### src/rtl/bnn_loader_pkg.sv
// Shared command codes, state/target encodings and payload sizing helper
// for the BNN parameter loader.
package bnn_loader_pkg;

    localparam logic [7:0] CMD_LD_INPUT   = 8'h01;
    localparam logic [7:0] CMD_LD_BIAS    = 8'h02;
    localparam logic [7:0] CMD_LD_WEIGHTS = 8'h03;
    localparam logic [7:0] CMD_RUN        = 8'h10;

    typedef enum logic [1:0] {
        ST_CMD,
        ST_PAYLOAD,
        ST_SETTLE,
        ST_RESP
    } state_t;

    typedef enum logic [1:0] {
        TGT_INPUT,
        TGT_BIAS,
        TGT_WEIGHTS
    } target_t;

    function automatic int unsigned nbytes(input int unsigned w);
        return (w + 32'd7) / 32'd8;
    endfunction

endpackage

### src/rtl/bnn_field_assembler.sv
// Byte-wide shift register that collects an MSB-first payload and pulses
// commit the cycle after its final byte is accepted.
module bnn_field_assembler #(
    parameter int unsigned MAX_NB = 2,
    parameter int unsigned CNT_W  = $clog2(MAX_NB + 1)
) (
    input  logic                  clk,
    input  logic                  rst_n,
    input  logic                  start,
    input  logic [CNT_W-1:0]      start_count,
    input  logic                  byte_valid,
    input  logic [7:0]            byte_data,
    output logic [MAX_NB*8-1:0]   stage,
    output logic                  last_byte,
    output logic                  commit
);

    localparam int unsigned SW = MAX_NB * 8;

    logic [CNT_W-1:0] count;
    logic [SW+7:0]    shifted;

    // Concatenation keeps the shift legal even when MAX_NB is 1.
    assign shifted   = {stage, byte_data};
    assign last_byte = byte_valid && (count == CNT_W'(1));

    always_ff @(posedge clk) begin
        if (!rst_n) begin
            stage  <= '0;
            count  <= '0;
            commit <= 1'b0;
        end else begin
            commit <= last_byte;
            if (start) begin
                stage <= '0;
                count <= start_count;
            end else if (byte_valid && (count != '0)) begin
                stage <= shifted[SW-1:0];
                count <= count - CNT_W'(1);
            end
        end
    end

endmodule

### src/rtl/bnn_param_loader.sv
// Command-stream front end for the BNN_MLP: loads operands, runs a settle
// window with the scope trigger high, and returns the sampled result byte.
module bnn_param_loader
    import bnn_loader_pkg::*;
#(
    parameter int unsigned IN_W          = 4,
    parameter int unsigned BIAS_W        = 16,
    parameter int unsigned WGT_W         = 16,
    parameter int unsigned RES_W         = 4,
    parameter int unsigned SETTLE_CYCLES = 4
) (
    input  logic              clk,
    input  logic              rst_n,
    input  logic [7:0]        rx_data,
    input  logic              rx_valid,
    output logic              rx_ready,
    output logic [7:0]        tx_data,
    output logic              tx_valid,
    input  logic              tx_ready,
    output logic [IN_W-1:0]   bnn_input,
    output logic [BIAS_W-1:0] bnn_bias,
    output logic [WGT_W-1:0]  bnn_weights,
    input  logic [RES_W-1:0]  bnn_result,
    output logic              trigger,
    output logic              busy,
    output logic              err
);

    localparam int unsigned IN_NB   = nbytes(IN_W);
    localparam int unsigned BIAS_NB = nbytes(BIAS_W);
    localparam int unsigned WGT_NB  = nbytes(WGT_W);
    localparam int unsigned MAX_NB0 = (IN_NB > BIAS_NB) ? IN_NB : BIAS_NB;
    localparam int unsigned MAX_NB  = (MAX_NB0 > WGT_NB) ? MAX_NB0 : WGT_NB;
    localparam int unsigned CNT_W   = $clog2(MAX_NB + 1);
    localparam int unsigned SET_W   = $clog2(SETTLE_CYCLES + 1);

    state_t              state, next_state;
    target_t             target;
    logic [SET_W-1:0]    settle_cnt;
    logic [RES_W-1:0]    result_q;
    logic                rx_fire;
    logic                start;
    logic                unknown;
    logic [CNT_W-1:0]    start_count;
    logic [MAX_NB*8-1:0] stage;
    logic                last_byte;
    logic                commit;

    assign rx_ready = (state == ST_CMD) || (state == ST_PAYLOAD);
    assign rx_fire  = rx_valid && rx_ready;
    assign tx_valid = (state == ST_RESP);
    assign trigger  = (state == ST_SETTLE);
    assign busy     = (state != ST_CMD);
    assign tx_data  = 8'(result_q);

    bnn_field_assembler #(
        .MAX_NB (MAX_NB),
        .CNT_W  (CNT_W)
    ) u_assembler (
        .clk         (clk),
        .rst_n       (rst_n),
        .start       (start),
        .start_count (start_count),
        .byte_valid  (rx_fire && (state == ST_PAYLOAD)),
        .byte_data   (rx_data),
        .stage       (stage),
        .last_byte   (last_byte),
        .commit      (commit)
    );

    always_ff @(posedge clk) begin
        if (!rst_n) begin
            state <= ST_CMD;
        end else begin
            state <= next_state;
        end
    end

    always_comb begin
        next_state  = state;
        start       = 1'b0;
        start_count = '0;
        unknown     = 1'b0;
        case (state)
            ST_CMD: begin
                if (rx_fire) begin
                    case (rx_data)
                        CMD_LD_INPUT: begin
                            next_state  = ST_PAYLOAD;
                            start       = 1'b1;
                            start_count = CNT_W'(IN_NB);
                        end
                        CMD_LD_BIAS: begin
                            next_state  = ST_PAYLOAD;
                            start       = 1'b1;
                            start_count = CNT_W'(BIAS_NB);
                        end
                        CMD_LD_WEIGHTS: begin
                            next_state  = ST_PAYLOAD;
                            start       = 1'b1;
                            start_count = CNT_W'(WGT_NB);
                        end
                        CMD_RUN: next_state = ST_SETTLE;
                        default: unknown    = 1'b1;
                    endcase
                end
            end
            ST_PAYLOAD: if (last_byte) next_state = ST_CMD;
            ST_SETTLE:  if (settle_cnt == '0) next_state = ST_RESP;
            ST_RESP:    if (tx_ready) next_state = ST_CMD;
            default:    next_state = ST_CMD;
        endcase
    end

    always_ff @(posedge clk) begin
        if (!rst_n) begin
            target      <= TGT_INPUT;
            settle_cnt  <= '0;
            result_q    <= '0;
            err         <= 1'b0;
            bnn_input   <= '0;
            bnn_bias    <= '0;
            bnn_weights <= '0;
        end else begin
            err <= unknown;
            if ((state == ST_CMD) && rx_fire) begin
                settle_cnt <= SET_W'(SETTLE_CYCLES - 1);
                case (rx_data)
                    CMD_LD_INPUT:   target <= TGT_INPUT;
                    CMD_LD_BIAS:    target <= TGT_BIAS;
                    CMD_LD_WEIGHTS: target <= TGT_WEIGHTS;
                    default:        target <= target;
                endcase
            end
            if (state == ST_SETTLE) begin
                if (settle_cnt == '0) begin
                    result_q <= bnn_result;
                end else begin
                    settle_cnt <= settle_cnt - SET_W'(1);
                end
            end
            // Commit lands one cycle after the last byte; target still names
            // the field even if a new command is accepted on that same edge.
            if (commit) begin
                case (target)
                    TGT_INPUT:   bnn_input   <= stage[IN_W-1:0];
                    TGT_BIAS:    bnn_bias    <= stage[BIAS_W-1:0];
                    TGT_WEIGHTS: bnn_weights <= stage[WGT_W-1:0];
                    default:     bnn_input   <= bnn_input;
                endcase
            end
        end
    end

endmodule
### config.mk
export PLATFORM = sky130hd
export DESIGN_NAME = bnn_param_loader
export DESIGN_NICKNAME = d
export VERILOG_FILES = /design/src/rtl/bnn_loader_pkg.sv /design/src/rtl/bnn_field_assembler.sv /design/src/rtl/bnn_param_loader.sv
export SDC_FILE = /design/constraint.sdc
export NUM_CORES = 1
export LEC_CHECK = 0
export ABC_AREA = 1
export CORE_MARGIN = 2
export CORE_UTILIZATION = 45
export CTS_CLUSTER_SIZE = 10
export DETAILED_ROUTE_END_ITERATION = 8
export PLACE_DENSITY_LB_ADDON = 0.1
export SYNTH_ARGS = -nofsm -noshare
export SYNTH_HDL_FRONTEND = slang
export SYNTH_SLANG_ARGS = --single-unit
### constraint.sdc
create_clock -name clk -period 1.95 [get_ports clk]
set_input_delay 0.2925 -clock clk [delete_from_list [all_inputs] [get_ports clk]]
set_output_delay 0.2925 -clock clk [all_outputs]
set_load 0.01 [all_outputs]
### Yosys cells after proc, flatten, opt, wreduce, memory -nomap -nowiden

Index checks and enable logic that the tools add are counted.

* bits in registers: 67
* bits of input ports: 16
* logic and storage cells: 72

* add/subtract/negate cells: 2
* eq/ne operators: 15
* mux-type cells: 19
* bitwise logic cells: 1
* reductions and logical operators: 24

Operators with widths (count)
* $eq A8 B2 Y1 const B: 2
* $mux W2: 8
* $reduce_and A2 Y1: 5
* $mux W3: 3
* $eq A8 B1 Y1 const B: 1
* $eq A8 B5 Y1 const B: 1
* $pmux W2 S2: 2
* $pmux W2 S4: 1
* $eq A2 B1 Y1 const B: 3
* $eq A2 B2 Y1 const B: 3
* $pmux W2 S3: 1
* $reduce_bool A2 Y1: 3
* $logic_and A1 B1 Y1: 5
* $reduce_and A5 Y1: 1
* $logic_not A2 Y1: 2
* $mux W1: 4
* $ne A2 B1 Y1 const B: 2
* $ne A2 B2 Y1 const B: 2
* $reduce_or A2 Y1: 2
* $reduce_or A4 Y1: 1
* $logic_not A3 Y1: 1
* $ne A3 B2 Y1 const B: 1
* $reduce_and A3 Y1: 1
* $reduce_bool A3 Y1: 1
* other kinds (5): 5

### Longest topological paths before layout

Gate-level depths: netlist of the first run.

* depth in word-level cells: 7
* gate-level depth with buffers: 12
* gate-level depth less buffers: 12

### Cells and area by module

A second synthesis of the first run with hierarchy kept.

* cell total of the unflattened synthesis: 385
* area, all modules: 2887.8 um^2

Modules (own cells, without submodules)
* bnn_param_loader: times used 1, cells each 290, area each 2074.5 um^2, seq. area each 960.9 um^2
* bnn_field_assembler: times used 1, cells each 95, area each 813.3 um^2, seq. area each 380.4 um^2

### Least setup slack after synthesis of the first run

OpenSTA, ideal clock, no wires.

* kind: register to register
* from: register u_assembler.count[0]
* to: register u_assembler.stage[15]
* library setup time: 0.114 ns
* data arrival time: 1.283 ns
* path slack: 0.553 ns
* cell stages (with the launch flop): 8
* period minus slack after synthesis: 1.397 ns
* cells stage by stage: dfxtp_1 inv_1 ha_1 nor3_4 inv_2 buf_6 nand2_1 a21oi_2

* longest elaborated chain between the ends: 2

RTL lines
* start, declared: RTL line bnn_field_assembler.sv:20 `logic [CNT_W-1:0] count;`
* start signal, assigned: RTL line bnn_field_assembler.sv:36 `count <= start_count;`
* start signal, assigned: RTL line bnn_field_assembler.sv:39 `count <= count - CNT_W'(1);`
* $reduce_bool A2 Y1: RTL line bnn_field_assembler.sv:37 `end else if (byte_valid && (count != '0)) begin`
* $logic_and A1 B1 Y1: RTL line bnn_field_assembler.sv:37
* end signal, assigned: RTL line bnn_field_assembler.sv:38 `stage <= shifted[SW-1:0];`
* end, declared: RTL line bnn_field_assembler.sv:13 `output logic [MAX_NB*8-1:0] stage,`

Every way passes these cells.
A chain may end at the register's enable or synchronous reset.

### Worst setup path after layout of the first run

* from: register state[0]
* to: output busy

* longest elaborated chain between the ends: 1

RTL lines
* start, declared: RTL line bnn_param_loader.sv:37 `state_t state, next_state;`
* start signal, assigned: RTL line bnn_param_loader.sv:75 `state <= next_state;`
* $reduce_bool A2 Y1: RTL line bnn_param_loader.sv:53 `assign busy = (state != ST_CMD);`
* end, declared: RTL line bnn_param_loader.sv:25 `output logic busy,`

Every way passes these cells.

==> results of run 1 <==
state kept, by name, indices dropped and copies added, names as in the netlist:
| register | count |
|---|---|
| settle_cnt | 3 |
| state | 2 |
| err | 1 |
| target | 2 |
| bnn_bias | 16 |
| bnn_weights | 16 |
| u_assembler.stage | 16 |
| u_assembler.commit | 1 |
| bnn_input | 4 |
| result_q | 4 |
| u_assembler.count | 2 |
cells in the final DEF (no fill, tap or decap), types with 2 or more instances in the layout:
cell	instances
inv_1	35
nor2_1	65
a21oi_1	36
nor3_1	4
o21ai_0	45
inv_2	3
clkdlybuf4s50_1	60
nor2_2	2
clkinvlp_4	2
bufinv_16	3
conb_1	4
ha_1	4
dfxtp_1	67
nand3_1	7
nand2_1	58
buf_4	9
clkbuf_8	9
repair_timing:
| item | in CTS | in global routing |
|---|---|---|
| endpoints found under the setup margin | 0 | 1 |
| setup buffers | 0 | 0 |
| gates resized for setup | 0 | 1 |
cells by family (layout without fill, tap and decap cells):
family / count (synthesis) / count (layout) / share of synthesized area, %
XOR/XNOR: 1 / 1 / 0.326
adder cells (fa/ha/maj): 4 / 4 / 1.86
AO/OA/AOI/OAI: 86 / 86 / 16.8
buffers and inverters: 55 / 124 / 9.37
AND/OR/NAND/NOR: 142 / 142 / 21.6
other: 1 / 4 / 0.140
flip-flops: 67 / 67 / 50.0
worst reg2reg max path, stage by stage (launching register included):
cell	delay [ns]
dfxtp_1	0.35
inv_2	0.09
nand2_1	0.14
nor2_2	0.21
o2111ai_2	0.20
nand2_2	0.33
a21oi_1	0.08
power by group:
group          leakage [nW]  internal (mW)  switching, mW
logic                 0.832         0.0539         0.0708
clock network         0.113          0.852          0.540
registers             0.540           1.37        0.00306
total                  1.49           2.28          0.614
per-layer routing:
metal  up-vias  global-route usage [%]
met2        66                    29.7
li1       1265                       -
met4         0                    8.81
met3        12                    5.11
met1      1083                    26.6
met5         -                       0
cell type report:
cell class | instances | share of cell area [%]
sequential | 67 | 37.3
multi-input combinational | 237 | 30.7
timing repair buffer | 69 | 18.6
inverter | 39 | 4.07
clock buffer | 10 | 3.55
clock inverter | 6 | 3.17
tap | 75 | 2.61
worst paths after layout:
| kind | cells after the start | endpoint |
|---|---|---|
| worst max-delay path | 3 | busy |
| worst min-delay path | 2 | u_assembler.stage[5]$_SDFFE_PP0P_ |
| worst max register to register | 6 | u_assembler.stage[2]$_SDFFE_PP0P_ |
| worst min register to register | 2 | u_assembler.stage[5]$_SDFFE_PP0P_ |
==> flow_summary.yaml, run 1 <==
critical_path:
  r2r_setup_slack_ns: 0.41
  crit_family: "buffers and inverters"
  reg2reg_from: "state[1]$_SDFFE_PN0P_"
  max_stage_delay_ns: 0.54
  setup.worst_path.start: "state[0]$_SDFFE_PN0P_"
  crit_buf_inv: 2
  cp_slowest_cell: "clkdlybuf4s50_1"
  critPathRequiredTime_ns: 1.66
  critPathMaxFanout: 6
  critPathLaunchType: "flip-flop"
  path_class: "reg -> out"
  critPathCaptureType: "primary output"
  cp_data_arrival_time_ns: 1.55
  crit_path_cell_trace: "nor2_1 -> inv_1 -> clkdlybuf4s50_1"
final_layout:
  nFillCells: 536
  layout.nets: 443
  regArea_um2: 1340
  utilization_pct: 61.5
  antennaDiodeCount: 0
  layout.cells.non_filler: 503
  multi_input_area_um2: 1110
  area_growth_pct: 34.0
  design_area_um2: 3600
  drive_gt1_share_pct: 8.18
floorplan:
  die_h_um: 81.2
  die-area_um2: 6600
  core_um2: 5850
  fp-row-count: 28
  die_w_um: 81.2
  ios: 65
  start_util_pct: 45.9
synth:
  synth_cells: 356
  syn_area_um2: 2690
  post-synth-top-area-cell: "dfxtp_1"
  synth_edf_count: 0
  synth_top_area_share_pct: 50.0
  ys_ff_latch: 67
  ys_seq_area_share_pct: 50.0
  synth.avg_cell_area_um2: 7.54
  synthTopCellsByArea: "dfxtp_1, nor2_1, o21ai_0"
  yosys-top-cells-count: "dfxtp_1, nor2_1, nand2_1, o21ai_0, a21oi_1"
  synth_most_common_cell: "dfxtp_1"
  async_flop_share_pct: 0
  ys.flop_type: "dfxtp_1"
  yosys_warnings: 0
  synth_cell_types: 32
cts:
  holdBufCountCts: 0
  clk_pin_slew_ns: 0.07
  cts-htree-levels: 3
  clk_latency_ns: 0.34
  cts_tree: "built"
  root_buffer: "clkbuf_8"
  cts_buffers: 9
  clock-sinks: 67
  cts.path.max_buffers: 2
routing:
  ant_nets: 0
  wl_met3_um: 325
  drt_iter0_markers: 195
  routed-wl-met2_mm: 2.56
  drcViolationCount: 0
  firstDrtPassIters: 4
  wl_per_cell_um: 11.8
  via_per_inst: 4.82
  met1_length_mm: 2.95
  top_layer_used: "met4"
  vias: 2426
  routed_wirelength_mm: 5.95
global_route:
  grt_use_total_pct: 19.7
  overflow: 0
  grt_pass1_vias: 2214
  antenna_found_initial: 0
  grt_max_degree: 24
  grt_pass1_wl_mm: 9.95
power:
  ir_worst_vdd_mv: 0.407
  total_power_mw: 2.89
  leakagePower_nw: 1.49
  power.density_nw_per_um2: 804
timing:
  rsz0062_at_grt: "false"
  fmax_ghz: 0.544
  setup_ws_ns: 0.111
  setup_tns_ns: 0
  post-route-period-util_pct: 94.3
  slew_viol_final: 0
  finalHoldViolCount: 0
  setup_viol: 0
  finClkSkew_ns: 0.00930
  final.min_clock_period_ns: 1.84
  fin_hold_ws_ns: 0.483
placement:
  numPortBuffers: 60
  gp_congestion: 0.832
  dpl-instance-area_um2: 3350
  pre_cts_ws_ns: -0.0198
  dp_cells: 487
  place_hpwl_mm: 4.24
flow_run:
  cap_violations: 0
min_path:
  hp-class: "reg -> reg"
  hold_path_startpoint: "u_assembler.stage[5]$_SDFFE_PP0P_"
outcome:
  status: "completed"
Note: power is estimated with default switching activity, not from simulation.
==> inputs of run 2 (changes only) <==
--- a/config.mk
+++ b/config.mk
@@ -5,7 +5,6 @@
 export SDC_FILE = /design/constraint.sdc
 export NUM_CORES = 1
 export LEC_CHECK = 0
-export ABC_AREA = 1
 export CORE_MARGIN = 2
 export CORE_UTILIZATION = 45
 export CTS_CLUSTER_SIZE = 10
==> run 2 against run 1 <==
  * Area after synthesis up 0.33%
  * Clock power down 22%
  * Largest power group is now registers
  * Power fell by 11%
  * Clock skew fell by 0.0047 ns
  * Sequential power about the same
==> flow_summary.yaml, run 2 <==
final_layout:
  layout_commonest_cell: "nand2_1"
  final_cell_mix: "nand2_1, dfxtp_1, clkdlybuf4s50_1"
  drive_gt1_share_pct: 9.90
  design_area_um2: 3590
  reg_top3: "bnn_bias (16), bnn_weights (16), u_assembler.stage (16)"
  layout.cells.non_filler: 459
  utilization_pct: 61.3
  antennaDiodeCount: 0
  area_growth_pct: 33.2
  layout.nets: 400
cts:
  cts_tree: "built"
  clk_pin_slew_ns: 0.07
  clk_latency_ns: 0.34
  clock-sinks: 67
  cts_buffers: 9
  holdBufCountCts: 0
  cts.path.max_buffers: 2
  cts-htree-levels: 3
  root_buffer: "clkbuf_8"
critical_path:
  critPathCaptureType: "primary output"
  crit_path_cell_trace: "nand2b_4 -> inv_2 -> clkdlybuf4s50_1"
  reg2reg_depth: 6
  critPathRequiredTime_ns: 1.66
  r2r_setup_slack_ns: 0.45
  r2r-end: "state[1]$_SDFFE_PN0P_"
  cp_slowest_cell: "clkdlybuf4s50_1"
  path_class: "reg -> out"
  critPathLaunchType: "flip-flop"
  crit_buf_inv: 2
  cp_data_arrival_time_ns: 1.51
  reg2reg_from: "settle_cnt[0]$_SDFF_PN0_"
  max_stage_delay_ns: 0.54
  crit_family: "buffers and inverters"
  critPathMaxFanout: 10
synth:
  async_flop_share_pct: 0
  ys_seq_area_share_pct: 49.8
  synthTopCellsByArea: "dfxtp_1, nand2_1, a21oi_1"
  ys_ff_latch: 67
  yosys_warnings: 0
  yosys-top-cells-count: "nand2_1, dfxtp_1, a21oi_1, a21boi_0, nor2_1"
  synth_top_area_share_pct: 49.8
  synth_cells: 315
  synth.avg_cell_area_um2: 8.55
  synth_cell_types: 41
  syn_area_um2: 2690
  post-synth-top-area-cell: "dfxtp_1"
  synth_edf_count: 0
  synth_most_common_cell: "nand2_1"
  ys.flop_type: "dfxtp_1"
min_path:
  worstHoldPathCells: 2
  hold_path_startpoint: "bnn_weights[10]$_SDFFE_PN0P_"
  min_to: "bnn_weights[10]$_SDFFE_PN0P_"
  hp-class: "reg -> reg"
floorplan:
  die_h_um: 81.4
  die_w_um: 81.4
  core_um2: 5850
  start_util_pct: 46.0
  fp-row-count: 28
  ios: 65
  die-area_um2: 6620
power:
  switching_share_pct: 22.1
  p_clk_share_pct: 41.8
  ir_worst_vdd_mv: 0.464
  power.density_nw_per_um2: 721
  switching_power_mw: 0.572
  p_int_mw: 2.02
  leakagePower_nw: 1.21
  seqPwrFrac_pct: 53.2
  power_frac_comb_pct: 5.0
placement:
  pre_cts_ws_ns: 0.116
  dpl-instance-area_um2: 3400
  numPortBuffers: 60
  gp_congestion: 0.743
  dp_cells: 444
  place_hpwl_mm: 4.25
timing:
  setup_ws_ns: 0.143
  setup_viol: 0
  fmax_ghz: 0.553
  rsz0062_at_grt: "false"
  setup_tns_ns: 0
  finalHoldViolCount: 0
  slew_headroom_pct: 58.6
  final.min_clock_period_ns: 1.81
  tightest_slew_ns: 0.619
  post-route-period-util_pct: 92.7
  slew_viol_final: 0
  finClkSkew_ns: 0.00461
global_route:
  antenna_found_initial: 0
  grt_pass1_vias: 2032
  grt_use_total_pct: 19.3
  grt_max_degree: 20
  overflow: 0
  grt_pass1_wl_mm: 9.67
routing:
  firstDrtPassIters: 4
  vias: 2306
  wl_per_cell_um: 13.1
  via_per_inst: 5.02
  ant_nets: 0
  drt_iter0_markers: 99
  drcViolationCount: 0
  routed_wirelength_mm: 6.02
outcome:
  status: "completed"
flow_run:
  cap_violations: 0
## run 2: worst max-delay path by stage
stage	start	end	cells after the start
after floorplan	state[1]$_SDFFE_PN0P_	u_assembler.stage[10]$_SDFFE_PP0P_	6
after global placement	rx_data[3]	state[0]$_SDFFE_PN0P_	5
after detailed placement	rx_data[3]	state[0]$_SDFFE_PN0P_	5
after CTS	state[0]$_SDFFE_PN0P_	trigger	3
after global routing	state[1]$_SDFFE_PN0P_	trigger	3
final	state[1]$_SDFFE_PN0P_	trigger	3
## run 2: power by group through the flow
stage / sequential (mW) / clock [mW] / combinational (mW)
after detailed placement: 1.41 / 0 / 0.130
after global placement: 1.41 / 0 / 0.129
final: 1.38 / 1.08 / 0.130
after global routing: 1.38 / 1.16 / 0.141
after CTS: 1.38 / 1.11 / 0.131
after floorplan: 1.41 / 0 / 0.0658
## run 2: through the flow
step | total power, mW | hold slack, ns
after detailed placement | 1.54 | 0.445
after floorplan | 1.47 | 0.426
after global routing | 2.68 | 0.470
after CTS | 2.61 | 0.455
after global placement | 1.54 | 0.446
final | 2.59 | 0.454
## run 2: worst reg2reg max path: stages (launching register included)
cell and delay [ns]:
dfxtp_1 0.33, inv_1 0.08, ha_1 0.19, nand2b_1 0.11, a221oi_2 0.32, nand4_1 0.13, a221oi_1 0.24
## run 2: cells by family (layout without fill, tap and decap cells)
family | Yosys count | in the layout | synth area share (%)
other | 1 | 4 | 0.139
AOI/OAI and AO/OA | 65 | 65 | 14.9
xor gates and xnor gates | 1 | 1 | 0.325
adders and majority gates | 4 | 4 | 1.86
buffers and inverters | 28 | 94 | 5.43
and+or+nand+nor | 140 | 140 | 24.2
DFF | 67 | 67 | 49.8
muxes | 9 | 9 | 3.34
## run 2: what timing repair did
action | 4_1_cts | 5_1_grt
buffers inserted | 0 | 0
resized for setup | 1 | 1
setup endpoints to repair | 1 | 2
cloned | 0 | 0
## run 2: routing by layer
| metal | GRT usage, % | share of wire [%] | vias to the layer above |
|---|---|---|---|
| met5 | 0 | 0 | - |
| met4 | 9.32 | 1.4 | 0 |
| met3 | 4.33 | 5.2 | 9 |
| met2 | 28.6 | 44 | 64 |
| met1 | 26.6 | 50 | 1061 |
| li1 | - | - | 1172 |
## run 2: final cells by class
class	count	area, um^2
clock buffer	10	128
clock inverter	5	55.1
fill	534	2260
inverter	8	30.0
multi-input combinational	223	1220
sequential	67	1340
tap	75	93.8
timing repair buffer	71	721
==> inputs of run 3 (changes only) <==
--- a/config.mk
+++ b/config.mk
@@ -9,6 +9,7 @@
 export CORE_UTILIZATION = 45
 export CTS_CLUSTER_SIZE = 10
 export DETAILED_ROUTE_END_ITERATION = 8
+export DONT_BUFFER_PORTS = 1
 export PLACE_DENSITY_LB_ADDON = 0.1
 export SYNTH_ARGS = -nofsm -noshare
 export SYNTH_HDL_FRONTEND = slang
==> run 3 against run 2 <==
  * Power decreased by 5.7%
  * Hold slack got worse by 0.38 ns
  * Sequential share of layout area up 8.8 points
  * Final cell count shrank 14%
  * Critical path type is now reg -> reg
  * Largest power group unchanged
  * Register-to-register slack worse by 0.11 ns
  * Clock power decreased by 8%
  * Via count shrank 11%
==> flow_summary.yaml, run 3 (same netlist as run 2, synthesis figures left out) <==
final_layout:
  antennaDiodeCount: 0
  reg_top3: "bnn_bias (16), bnn_weights (16), u_assembler.stage (16)"
  area_growth_pct: 7.76
  layout.cells.non_filler: 394
  final_cell_mix: "nand2_1, dfxtp_1, a21oi_1"
  layout.nets: 336
  layout_commonest_cell: "nand2_1"
  drive_gt1_share_pct: 9.72
critical_path:
  critPathLaunchType: "flip-flop"
  crit_buf_inv: 1
  critPathCaptureType: "flip-flop"
  max_stage_delay_ns: 0.54
  critPathMaxFanout: 11
  cp_data_arrival_time_ns: 1.85
  crit_path_cell_trace: "nand2b_4 -> inv_2 -> a221oi_2 -> nand4_1 -> a221oi_1"
  critPathRequiredTime_ns: 2.19
  crit_family: "compound AO/OA/AOI/OAI gates"
  path_class: "reg -> reg"
  cp_slowest_cell: "dfxtp_1"
global_route:
  grt_max_degree: 25
  grt_pass1_wl_mm: 9.47
  grt_use_total_pct: 19.2
  overflow: 0
  grt_pass1_vias: 1824
  antenna_found_initial: 0
cts:
  cts.path.max_buffers: 2
  post_cts_buffers: 0
  cts_tree: "built"
  holdBufCountCts: 0
  cts-htree-levels: 3
  post_cts_resized: 0
  clock-sinks: 67
  clk_pin_slew_ns: 0.07
  clk_latency_ns: 0.33
  root_buffer: "clkbuf_8"
  cts_buffers: 9
outcome:
  status: "completed"
routing:
  via_per_inst: 5.19
  drt_iter0_markers: 83
  drcViolationCount: 0
  wl_per_cell_um: 15.2
  vias: 2045
  routed_wirelength_mm: 5.98
  firstDrtPassIters: 4
  ant_nets: 0
timing:
  fmax_ghz: 0.621
  slew_viol_final: 0
  rsz0062_at_grt: "false"
  finalHoldViolCount: 0
  finClkSkew_ns: 0.00679
  post-route-period-util_pct: 82.6
  tightest_slew_ns: 0.600
  slew_headroom_pct: 60.0
  setup_tns_ns: 0
  fin_hold_ws_ns: 0.0723
  setup_viol: 0
  final.min_clock_period_ns: 1.61
power:
  p_int_mw: 1.91
  switching_share_pct: 21.6
  power.density_nw_per_um2: 841
  ir_worst_vdd_mv: 0.298
  seqPwrFrac_pct: 56.4
  leakagePower_nw: 0.963
  p_clk_share_pct: 40.8
  power_frac_comb_pct: 2.8
  switching_power_mw: 0.528
floorplan:
  die-area_um2: 6620
  start_util_pct: 46.0
  die_w_um: 81.4
  die_h_um: 81.4
  ios: 65
  core_um2: 5850
  fp-row-count: 28
flow_run:
  cap_violations: 0
placement:
  place_hpwl_mm: 4.19
  gp_congestion: 0.807
  dp_cells: 380
  numPortBuffers: 0
min_path:
  hp-class: "in -> reg"
[run 3: final timing paths]
check,start,end,slack [ns],cells past startpoint
worst max register to register,state[0]$_SDFFE_PN0P_,state[1]$_SDFFE_PN0P_,0.34,5
worst min register to register,u_assembler.stage[10]$_SDFFE_PP0P_,bnn_weights[10]$_SDFFE_PN0P_,0.48,2
worst max-delay path,state[0]$_SDFFE_PN0P_,state[1]$_SDFFE_PN0P_,0.34,5
worst min-delay path,rst_n,err$_SDFF_PN0_,0.07,2
[run 3: cell type report]
class                   count  area (um^2)
fillers                   589         2950
flip-flops and latches     67         1340
multi-input cells         223         1220
clock buffers              12          155
well taps                  75         93.8
repair buffers              7         52.6
inverters                   8         30.0
clock inverters             2         12.5
[run 3: metal layers]
| metal | GRT usage, % | vias to the layer above | part of all wire (%) |
|---|---|---|---|
| li1 | - | 1036 | - |
| met1 | 27.4 | 948 | 49 |
| met2 | 26.4 | 54 | 43 |
| met3 | 5.67 | 7 | 7.4 |
| met4 | 8.64 | 0 | 1.2 |
| met5 | 0 | - | 0 |
[run 3: power by group through the flow]
stage	logic [mW]	clock network (mW)	registers (mW)
floorplan	0.0658	0	1.41
global placement	0.0686	0	1.41
detailed placement	0.0689	0	1.41
CTS	0.0691	1.03	1.38
global route	0.0779	1.10	1.38
finish	0.0691	0.996	1.38
[run 3: through the flow]
| step | cell area, um^2 | worst slack (ns) | util (%) | total power [mW] |
|---|---|---|---|---|
| 3_3_place_gp | 2740 | 0.363 | 46.7 | 1.48 |
| 3_5_place_dp | 2740 | 0.364 | 46.7 | 1.48 |
| 6_report | 2900 | 0.339 | 49.6 | 2.44 |
| 4_1_cts | 2900 | 0.339 | 49.6 | 2.48 |
| 2_1_floorplan | 2710 | 0.536 | - | 1.47 |
| 5_1_grt | 2900 | 0.161 | 49.6 | 2.55 |
